$ cat src/rtl/pipe_controlunit.sv
// Pipelined RV32I(+M) control unit: ID decode, ID/EX, EX/MEM and MEM/WB control
// registers, branch resolution in EX and squash/bubble handling.
module pipe_controlunit #(
    parameter int unsigned DATA_WIDTH     = 32,
    parameter int unsigned M_EXT          = 0,
    parameter int unsigned ALU_CTRL_WIDTH = 4
) (
    input  logic                      clk_i,
    input  logic                      rst_i,
    input  logic [DATA_WIDTH-1:0]     Instr_i,
    input  logic                      StallD_i,
    input  logic                      BubbleE_i,
    input  logic                      Zero_i,
    input  logic                      Neg_i,
    input  logic                      Carry_i,
    input  logic                      Ovf_i,
    output logic [2:0]                ImmSrc_D_o,
    output logic                      Illegal_D_o,
    output logic [ALU_CTRL_WIDTH-1:0] ALUCtrl_E_o,
    output logic                      ALUSrc_E_o,
    output logic                      Load_E_o,
    output logic                      PCSrc_E_o,
    output logic                      Jalr_E_o,
    output logic                      FlushD_o,
    output logic                      MemWrite_M_o,
    output logic [1:0]                MemType_M_o,
    output logic                      MemSign_M_o,
    output logic                      RegWrite_M_o,
    output logic                      RegWrite_W_o,
    output logic [1:0]                ResultSrc_W_o
);

    localparam logic [6:0] OP_R      = 7'b0110011;
    localparam logic [6:0] OP_I      = 7'b0010011;
    localparam logic [6:0] OP_LOAD   = 7'b0000011;
    localparam logic [6:0] OP_STORE  = 7'b0100011;
    localparam logic [6:0] OP_BRANCH = 7'b1100011;
    localparam logic [6:0] OP_JAL    = 7'b1101111;
    localparam logic [6:0] OP_JALR   = 7'b1100111;
    localparam logic [6:0] OP_LUI    = 7'b0110111;
    localparam logic [6:0] OP_AUIPC  = 7'b0010111;

    localparam logic [ALU_CTRL_WIDTH-1:0] ALU_ADD    = ALU_CTRL_WIDTH'(0);
    localparam logic [ALU_CTRL_WIDTH-1:0] ALU_SUB    = ALU_CTRL_WIDTH'(1);
    localparam logic [ALU_CTRL_WIDTH-1:0] ALU_AND    = ALU_CTRL_WIDTH'(2);
    localparam logic [ALU_CTRL_WIDTH-1:0] ALU_OR     = ALU_CTRL_WIDTH'(3);
    localparam logic [ALU_CTRL_WIDTH-1:0] ALU_XOR    = ALU_CTRL_WIDTH'(4);
    localparam logic [ALU_CTRL_WIDTH-1:0] ALU_SLT    = ALU_CTRL_WIDTH'(5);
    localparam logic [ALU_CTRL_WIDTH-1:0] ALU_SLTU   = ALU_CTRL_WIDTH'(6);
    localparam logic [ALU_CTRL_WIDTH-1:0] ALU_SRL    = ALU_CTRL_WIDTH'(7);
    localparam logic [ALU_CTRL_WIDTH-1:0] ALU_SLL    = ALU_CTRL_WIDTH'(8);
    localparam logic [ALU_CTRL_WIDTH-1:0] ALU_SRA    = ALU_CTRL_WIDTH'(9);
    localparam logic [ALU_CTRL_WIDTH-1:0] ALU_PASSB  = ALU_CTRL_WIDTH'(10);
    localparam logic [ALU_CTRL_WIDTH-1:0] ALU_MUL    = ALU_CTRL_WIDTH'(11);
    localparam logic [ALU_CTRL_WIDTH-1:0] ALU_MULH   = ALU_CTRL_WIDTH'(12);
    localparam logic [ALU_CTRL_WIDTH-1:0] ALU_MULHSU = ALU_CTRL_WIDTH'(13);
    localparam logic [ALU_CTRL_WIDTH-1:0] ALU_MULHU  = ALU_CTRL_WIDTH'(14);

    typedef struct packed {
        logic [ALU_CTRL_WIDTH-1:0] alu_ctrl;
        logic                      alu_src;
        logic                      load;
        logic                      branch;
        logic                      jump;
        logic                      jalr;
        logic [2:0]                funct3;
        logic                      mem_write;
        logic [1:0]                mem_type;
        logic                      mem_sign;
        logic                      reg_write;
        logic [1:0]                result_src;
    } ex_ctl_t;

    typedef struct packed {
        logic       mem_write;
        logic [1:0] mem_type;
        logic       mem_sign;
        logic       reg_write;
        logic [1:0] result_src;
    } mem_ctl_t;

    typedef struct packed {
        logic       reg_write;
        logic [1:0] result_src;
    } wb_ctl_t;

    logic [31:0] instr;
    logic [6:0]  opcode;
    logic [2:0]  funct3;
    logic [6:0]  funct7;
    ex_ctl_t     dec;
    logic [2:0]  imm_src;
    logic        illegal;
    ex_ctl_t     ex_q;
    mem_ctl_t    mem_q;
    wb_ctl_t     wb_q;
    logic        br_cond;
    logic        pc_src;

    assign instr  = Instr_i[31:0];
    assign opcode = instr[6:0];
    assign funct3 = instr[14:12];
    assign funct7 = instr[31:25];

    // Register and upper instruction bits carry no control information.
    logic unused_instr;
    assign unused_instr = ^{instr[24:15], instr[11:7]};
    if (DATA_WIDTH > 32) begin : g_wide
        logic unused_upper;
        assign unused_upper = ^Instr_i[DATA_WIDTH-1:32];
    end

    function automatic logic [ALU_CTRL_WIDTH-1:0] alu_base(input logic [2:0] f3, input logic arith);
        case (f3)
            3'b000:  alu_base = ALU_ADD;
            3'b001:  alu_base = ALU_SLL;
            3'b010:  alu_base = ALU_SLT;
            3'b011:  alu_base = ALU_SLTU;
            3'b100:  alu_base = ALU_XOR;
            3'b101:  alu_base = arith ? ALU_SRA : ALU_SRL;
            3'b110:  alu_base = ALU_OR;
            default: alu_base = ALU_AND;
        endcase
    endfunction

    // funct3[1:0] gives the access size: 00 byte, 01 half, 10 word.
    function automatic logic [1:0] mem_size(input logic [2:0] f3);
        case (f3[1:0])
            2'b00:   mem_size = 2'b01;
            2'b01:   mem_size = 2'b10;
            default: mem_size = 2'b00;
        endcase
    endfunction

    // ID decode; illegal encodings collapse to an all-zero bubble.
    always_comb begin
        dec     = '0;
        imm_src = 3'b000;
        illegal = 1'b0;
        case (opcode)
            OP_R: begin
                dec.reg_write = 1'b1;
                if (funct7 == 7'b0000000) begin
                    dec.alu_ctrl = alu_base(funct3, 1'b0);
                end else if (funct7 == 7'b0100000 && funct3 == 3'b000) begin
                    dec.alu_ctrl = ALU_SUB;
                end else if (funct7 == 7'b0100000 && funct3 == 3'b101) begin
                    dec.alu_ctrl = ALU_SRA;
                end else if (funct7 == 7'b0000001 && M_EXT != 0 && !funct3[2]) begin
                    case (funct3[1:0])
                        2'b00:   dec.alu_ctrl = ALU_MUL;
                        2'b01:   dec.alu_ctrl = ALU_MULH;
                        2'b10:   dec.alu_ctrl = ALU_MULHSU;
                        default: dec.alu_ctrl = ALU_MULHU;
                    endcase
                end else begin
                    illegal = 1'b1;
                end
            end
            OP_I: begin
                dec.reg_write = 1'b1;
                dec.alu_src   = 1'b1;
                dec.alu_ctrl  = alu_base(funct3, instr[30]);
            end
            OP_LOAD: begin
                if (funct3 == 3'b011 || funct3[2:1] == 2'b11) begin
                    illegal = 1'b1;
                end else begin
                    dec.load       = 1'b1;
                    dec.reg_write  = 1'b1;
                    dec.alu_src    = 1'b1;
                    dec.result_src = 2'b01;
                    dec.mem_type   = mem_size(funct3);
                    dec.mem_sign   = funct3[2];
                end
            end
            OP_STORE: begin
                imm_src = 3'b001;
                if (funct3 > 3'b010) begin
                    illegal = 1'b1;
                end else begin
                    dec.mem_write = 1'b1;
                    dec.alu_src   = 1'b1;
                    dec.mem_type  = mem_size(funct3);
                end
            end
            OP_BRANCH: begin
                imm_src = 3'b010;
                if (funct3[2:1] == 2'b01) begin
                    illegal = 1'b1;
                end else begin
                    dec.branch   = 1'b1;
                    dec.alu_ctrl = ALU_SUB;
                    dec.funct3   = funct3;
                end
            end
            OP_JAL: begin
                imm_src        = 3'b100;
                dec.jump       = 1'b1;
                dec.reg_write  = 1'b1;
                dec.result_src = 2'b10;
            end
            OP_JALR: begin
                dec.jump       = 1'b1;
                dec.jalr       = 1'b1;
                dec.reg_write  = 1'b1;
                dec.alu_src    = 1'b1;
                dec.result_src = 2'b10;
            end
            OP_LUI: begin
                imm_src       = 3'b011;
                dec.reg_write = 1'b1;
                dec.alu_src   = 1'b1;
                dec.alu_ctrl  = ALU_PASSB;
            end
            OP_AUIPC: begin
                imm_src       = 3'b011;
                dec.reg_write = 1'b1;
                dec.alu_src   = 1'b1;
            end
            default: illegal = 1'b1;
        endcase
        if (illegal) begin
            dec     = '0;
            imm_src = 3'b000;
        end
    end

    // Branch condition from the ALU flags of A-B.
    always_comb begin
        br_cond = 1'b0;
        case (ex_q.funct3)
            3'b000:  br_cond = Zero_i;
            3'b001:  br_cond = !Zero_i;
            3'b100:  br_cond = Neg_i ^ Ovf_i;
            3'b101:  br_cond = !(Neg_i ^ Ovf_i);
            3'b110:  br_cond = !Carry_i;
            3'b111:  br_cond = Carry_i;
            default: br_cond = 1'b0;
        endcase
    end

    assign pc_src = (ex_q.branch & br_cond) | ex_q.jump;

    // ID/EX: a taken transfer squashes the wrong-path ID instruction.
    always_ff @(posedge clk_i or posedge rst_i) begin
        if (rst_i) begin
            ex_q <= '0;
        end else if (pc_src || BubbleE_i) begin
            ex_q <= '0;
        end else if (!StallD_i) begin
            ex_q <= dec;
        end
    end

    always_ff @(posedge clk_i or posedge rst_i) begin
        if (rst_i) begin
            mem_q <= '0;
            wb_q  <= '0;
        end else begin
            mem_q <= '{mem_write:  ex_q.mem_write,  mem_type:  ex_q.mem_type,
                       mem_sign:   ex_q.mem_sign,   reg_write: ex_q.reg_write,
                       result_src: ex_q.result_src};
            wb_q  <= '{reg_write: mem_q.reg_write, result_src: mem_q.result_src};
        end
    end

    assign ImmSrc_D_o    = imm_src;
    assign Illegal_D_o   = illegal;
    assign ALUCtrl_E_o   = ex_q.alu_ctrl;
    assign ALUSrc_E_o    = ex_q.alu_src;
    assign Load_E_o      = ex_q.load;
    assign PCSrc_E_o     = pc_src;
    assign Jalr_E_o      = ex_q.jalr;
    assign FlushD_o      = pc_src;
    assign MemWrite_M_o  = mem_q.mem_write;
    assign MemType_M_o   = mem_q.mem_type;
    assign MemSign_M_o   = mem_q.mem_sign;
    assign RegWrite_M_o  = mem_q.reg_write;
    assign RegWrite_W_o  = wb_q.reg_write;
    assign ResultSrc_W_o = wb_q.result_src;

endmodule

$ cat config.mk
export PLATFORM = sky130hd
export DESIGN_NAME = pipe_controlunit
export DESIGN_NICKNAME = d
export VERILOG_FILES = /design/src/rtl/pipe_controlunit.sv
export SDC_FILE = /design/constraint.sdc
export NUM_CORES = 1
export LEC_CHECK = 0
export ABC_AREA = 1
export CAP_MARGIN = 25
export CORE_MARGIN = 4
export CORE_UTILIZATION = 35
export CTS_CLUSTER_SIZE = 20
export DETAILED_ROUTE_END_ITERATION = 16
export GPL_TIMING_DRIVEN = 0
export PLACE_DENSITY = 0.74
export SETUP_SLACK_MARGIN = 0.3
export SLEW_MARGIN = 20
export SYNTH_ARGS = -nofsm -noshare
export SYNTH_HDL_FRONTEND = slang
export SYNTH_SLANG_ARGS = --single-unit
export TNS_END_PERCENT = 5
$ cat constraint.sdc
create_clock -name clk_i -period 4.35 [get_ports clk_i]
set_input_delay 1.0875 -clock clk_i [delete_from_list [all_inputs] [get_ports clk_i]]
set_output_delay 1.0875 -clock clk_i [all_outputs]
set_load 0.05 [all_outputs]
; ---- Word level (Yosys, flattened, before mapping)
; Index checks and enable logic that the tools add are counted.
[op_classes]
n_eq_ne = 25
n_mux = 39
n_shift = 0
addsub = 0
n_mul = 0
n_reduce_logical = 16
n_div = 0
order_cmp = 1
bitwise = 3
[op_table]
columns = operator, n
row1 = 19-bit 2-to-1 mux, 3
row2 = 4-bit one-hot mux with 7 select lines, 2
row3 = "7-bit by 6-bit == test with 1-bit output, second input constant", 4
row4 = "3-bit == test, second input constant", 7
row5 = "7-bit == test, second input constant", 3
row6 = 4-bit 2-to-1 mux, 4
row7 = 4-bit one-hot mux with 4 select lines, 1
row8 = 1-bit 2-to-1 mux, 15
row9 = "7-bit by 5-bit == test with 1-bit output, second input constant", 2
row10 = 3-bit 2-to-1 mux, 4
row11 = 2-bit one-hot mux with 2 select lines, 3
row12 = 3-bit one-hot mux with 4 select lines, 1
row13 = "7-bit by 2-bit == test with 1-bit output, second input constant", 1
row14 = 7-bit zero test, 1
row15 = "3-bit by 1-bit == test with 1-bit output, second input constant", 2
row16 = "3-bit by 2-bit == test with 1-bit output, second input constant", 2
row17 = 3-bit zero test, 2
row18 = 6-bit 2-to-1 mux, 1
row19 = 1-bit one-hot mux with 6 select lines, 1
row20 = 6-bit OR reduction, 1
row21 = 1-bit one-hot mux with 5 select lines, 1
row22 = 5-bit OR reduction, 1
row23 = "2-bit by 1-bit == test with 1-bit output, second input constant", 2
row24 = 2-bit OR reduction, 2
row25 = other kinds (14), 18
[totals]
output_inout_bits = 21
n_memories = 0
romBits = 0
regBits = 29
latchBits = 0
ramBits = 0

; ---- Depth between registers and ports, before layout
[logic_depth]
word_depth = 9
depth_mapped = 13
depth_no_buf = 12

; ---- Worst setup path after synthesis
; No wires, ideal clock.
[synth_timing]
path_type = input -> output
start = in Instr_i[14]
end = out ImmSrc_D_o[0]
path_stages = 10
required_time_ns = 3.263
path_buffers = 1
arrival_ns = 2.901
slack_ns = 0.361
cell_sequence = buf_2 > inv_1 > ha_1 > o21bai_1 > nor2_1 > nor2_1 > nand2_1 > nor2_4 > inv_2 > a21oi_1
[synth_between]
elab_chain_len = 7
elab_cells_between_ends = 17
[synth_lines]
columns = element, line
row1 = "start, declared", 10  ; input logic [DATA_WIDTH-1:0] Instr_i,
row2 = 3-bit == test, 147  ; end else if (funct7 == 7'b0100000 && funct3 == 3'b101) begin
row3 = 1-bit logical AND, 147
row4 = 1-bit 2-to-1 mux, 147
row5 = 1-bit 2-to-1 mux, 145  ; end else if (funct7 == 7'b0100000 && funct3 == 3'b000) begin
row6 = 1-bit 2-to-1 mux, 143  ; if (funct7 == 7'b0000000) begin
row7 = 1-bit one-hot mux with 5 select lines *, 140  ; case (opcode)
row8 = via Illegal_D_o, 18  ; output logic Illegal_D_o,
row9 = 3-bit 2-to-1 mux *, 223  ; if (illegal) begin
row10 = "end, declared", 17  ; output logic [2:0] ImmSrc_D_o,
; The timed path passes the listed nets; every way through them passes the cells marked *.

; ---- Final worst setup path
[layout_timing]
start = in Instr_i[14]
end = out ImmSrc_D_o[0]
[layout_between]
elab_chain_len = 7
elab_cells_between_ends = 17
[layout_lines]
columns = element, line
row1 = 3-bit == test, 147
row2 = 1-bit logical AND, 147
row3 = 1-bit 2-to-1 mux, 147
row4 = 1-bit 2-to-1 mux, 145
row5 = 1-bit 2-to-1 mux, 143
row6 = 1-bit one-hot mux with 5 select lines *, 140
row7 = 3-bit 2-to-1 mux *, 223
; Every way passes the cells marked *; elsewhere a longest branch is shown, timed or not.

==> key figures <==
Outcome
  – Run status: completed

Synthesis
  – Syn avg cell area: 7.25 µm²
  – Register area share after synthesis: 0.409
  – #FFs+latches synth: 28
  – Synth Net Count: 280
  – Top_reg_cell synth: dfrtp_1
  – Syn. warnings: 0
  – Post-synth EDFFs: 0
  – Post-synth ARST share: 1.00
  – Mapped Area: 1710 µm²
  – Unique cell type count in the Yosys netlist: 28
  – Cells after Synth: 236

Layout
  – Final Net Count: between 300 and 400
  – Filler cells: 478
  – Post-Layout Cell Count: 354
  – Final Instance Area: around 2300 µm²
  – Area Growth Syn to Fin: 36.8%
  – Area of the multi-input gates: around 800 µm²
  – Register area: 701 µm²
  – Layout cells sized above 1: 0.129
  – # diodes: 0

Drt
  – Antenna-violating nets left: 0
  – Routed length per instance: 10.6 µm
  – Pre-antenna DRT Iters: 4
  – Via count: 1602
  – Drt initial violations: about 80
  – Routed wire length: about 3.8 mm
  – Final routed DRC violation total: 0
  – Vias per Instance: 4.53

Placed design
  – Placed Instances: 348
  – Input/output buffers: 45
  – Post-DP HPWL: around 3.1 mm
  – GP Congestion: 0.944
  – Pre-CTS setup slack: -422 ps
  – Placed cell area: about 2200 µm²

STA
  – Final hold vios: 0
  – Max Fclk: 249 MHz
  – RSZ-0062 raised after global routing: true
  – Max Slew Vio Count: 0
  – Setup TNS: 0 ps
  – Max_slew headroom: 0.663
  – Fin crit share: 0.925
  – Slack of the critical path: 326 ps
  – Tmin final: 4020 ps
  – Tightest Pin Transition: 504 ps
  – # setup viols final: 0
  – Clk_skew: about 1.9 ps

Critical path
  – Critical Path Start Type: input pin
  – Max incr delay on CP: 450 ps
  – CP required: 3260 ps
  – Crit path max-delay cell type: clkdlybuf4s50_1
  – CP Capture Type: output port
  – Arr. time, crit path: 2940 ps
  – Critical path class: in -> out
  – CP max FO: 8
  – Worst path top cell family by delay: buffers and inverters
  – Crit path cell chain: clkdlybuf4s50_1, buf_4, inv_2, ha_1, o21bai_1, nor2_1, nor2_1, nand2_1, nor2_4, inv_2, a21oi_1, buf_4
  – Buf+Inv Stages, Crit Path: 5

Clocking
  – CTS Hold Bufs: 0
  – H-Tree Depth: 1
  – Clock transition at path regs: 90 ps
  – Clock sink count: 28
  – CTS root buf: clkbuf_8
  – Clock Latency Late Sink: 270 ps
  – CTS max path bufs: 2
  – Cts bufs inserted: 3
  – CTS tree: yes

Power
  – Pwr Density: 230 nW/µm²
  – Lkg Pwr: between 1 and 1.5 nW
  – VDD IR max: approximately 120 µV

Global route
  – Initial antenna violation count: 0
  – First-pass GRT wire length: 6.69 mm
  – GRT Residual Overflow: 0
  – Largest net degree at the start of global routing: 29
  – GRT Overall Usage: 0.134
  – Number of global-route vias before repair: 1556

Die
  – Die span in y: a little under 80 µm
  – Die area: 6070 µm²
  – Rows: 25
  – Initial Util: 0.362
  – CORE AREA: approximately 4700 µm²
  – Top Ports: 61
  – Die W: 77.9 µm

Hold path
  – Hold Crit Class: reg -> reg

Job
  – Max Cap Viol: 0
[registers in the layout, indices dropped and copies added, names as in the netlist]
name           count
ALUCtrl_E_o        4
ALUSrc_E_o         1
Jalr_E_o           1
Load_E_o           1
MemSign_M_o        1
MemType_M_o        2
MemWrite_M_o       1
RegWrite_M_o       1
RegWrite_W_o       1
ResultSrc_W_o      2
ex_q              11
mem_q              2
[logic make-up (layout without fill, tap and decap cells)]
group                    Yosys count  in the layout  share of synthesized area
adder cells (fa/ha/maj)            4              4                     0.0292
AO/OA/AOI/OAI                     14             14                     0.0475
buffers and inverters             44             95                      0.121
AND/OR/NAND/NOR                  146            146                      0.393
flip-flops                        28             28                      0.409
[worst paths after layout]
kind | startpoint | end | slack, ps | cells after the start
max | Instr_i[14] | ImmSrc_D_o[0] | 330 | 12
min reg2reg | mem_q[1] | ResultSrc_W_o[1] | 360 | 0
min | mem_q[1] | ResultSrc_W_o[1] | 360 | 0
max reg2reg | ex_q[7] | ex_q[5] | 2830 | 10
max in group asynchronous | rst_i | ALUSrc_E_o | 2860 | 3
min in group asynchronous | rst_i | ResultSrc_W_o[1] | 1080 | 2
[power breakdown]
group / total, mW / switching [mW] / internal [mW]
Sequential: 0.261 / 0.000244 / 0.260
Clock: 0.199 / 0.0761 / 0.123
Combinational: 0.0783 / 0.0433 / 0.0350
Total: 0.538 / 0.120 / 0.419
[layer usage]
metal | vias up | wire, µm | global-route usage
met4 | 0 | 68 | 0.0507
li1 | 832 | - | -
met1 | 717 | 1740 | 0.168
met3 | 8 | 193 | 0.0244
met2 | 45 | 1760 | 0.228
met5 | - | 0 | 0
[Yosys cell counts (all sizes together) (3+ instances only)]
master / n / share of area
nand4: 4 / 0.015
nand3b: 3 / 0.013
inv: 33 / 0.072
nor3: 5 / 0.018
dfrtp: 28 / 0.41
ha: 4 / 0.029
a21oi: 6 / 0.018
nand2: 82 / 0.18
o21ai: 4 / 0.012
buf: 10 / 0.047
nor2: 25 / 0.076
nand3: 26 / 0.083
[cells in the final DEF, fill, tap and decap left out, drive strengths merged, types with 2 or more instances in the layout]
cell / count
nand4: 4
nand3: 26
ha: 4
o21ai: 4
clkdlybuf4s50: 41
inv: 32
dfrtp: 28
nor3: 5
nor2: 25
a21oi: 6
clkbuf: 3
nand3b: 3
buf: 15
clkinv: 2
nand2: 82
[layout make-up]
class                           count  share of cell area
Buffer                             10              0.0353
Tap cell                           67              0.0358
Clock inverter                      1              0.0128
Timing Repair Buffer               47               0.199
Multi-Input combinational cell    164               0.346
Clock buffer                        3              0.0176
Inverter                           34              0.0545
Sequential cell                    28               0.299
[metrics by stage]
step | power (mW) | hold WS, ps | util
detailed placement | 0.342 | 339 | 0.475
global placement | 0.341 | 332 | 0.475
global route | 0.563 | 375 | 0.496
floorplan | 0.307 | 331 | -
CTS | 0.542 | 359 | 0.491
finish | 0.538 | 357 | 0.496
[what timing repair did]
| action | 4_1_cts | 5_1_grt |
|---|---|---|
| resized for setup | 19 | 5 |
| pin swaps | 1 | 0 |
| endpoints found under the setup margin | 4 | 5 |
| setup buffers | 1 | 0 |
[worst register-to-register path, cell delays in order (launching register included)]
cell	delay (ps)
dfrtp_1	440
inv_2	90
nor2_1	40
a21oi_1	170
nand2_2	70
nand2_2	80
nand3_4	120
nor2_8	170
buf_6	160
nand2_1	60
nand2_1	70
Power figures use the tool's default switching activity.
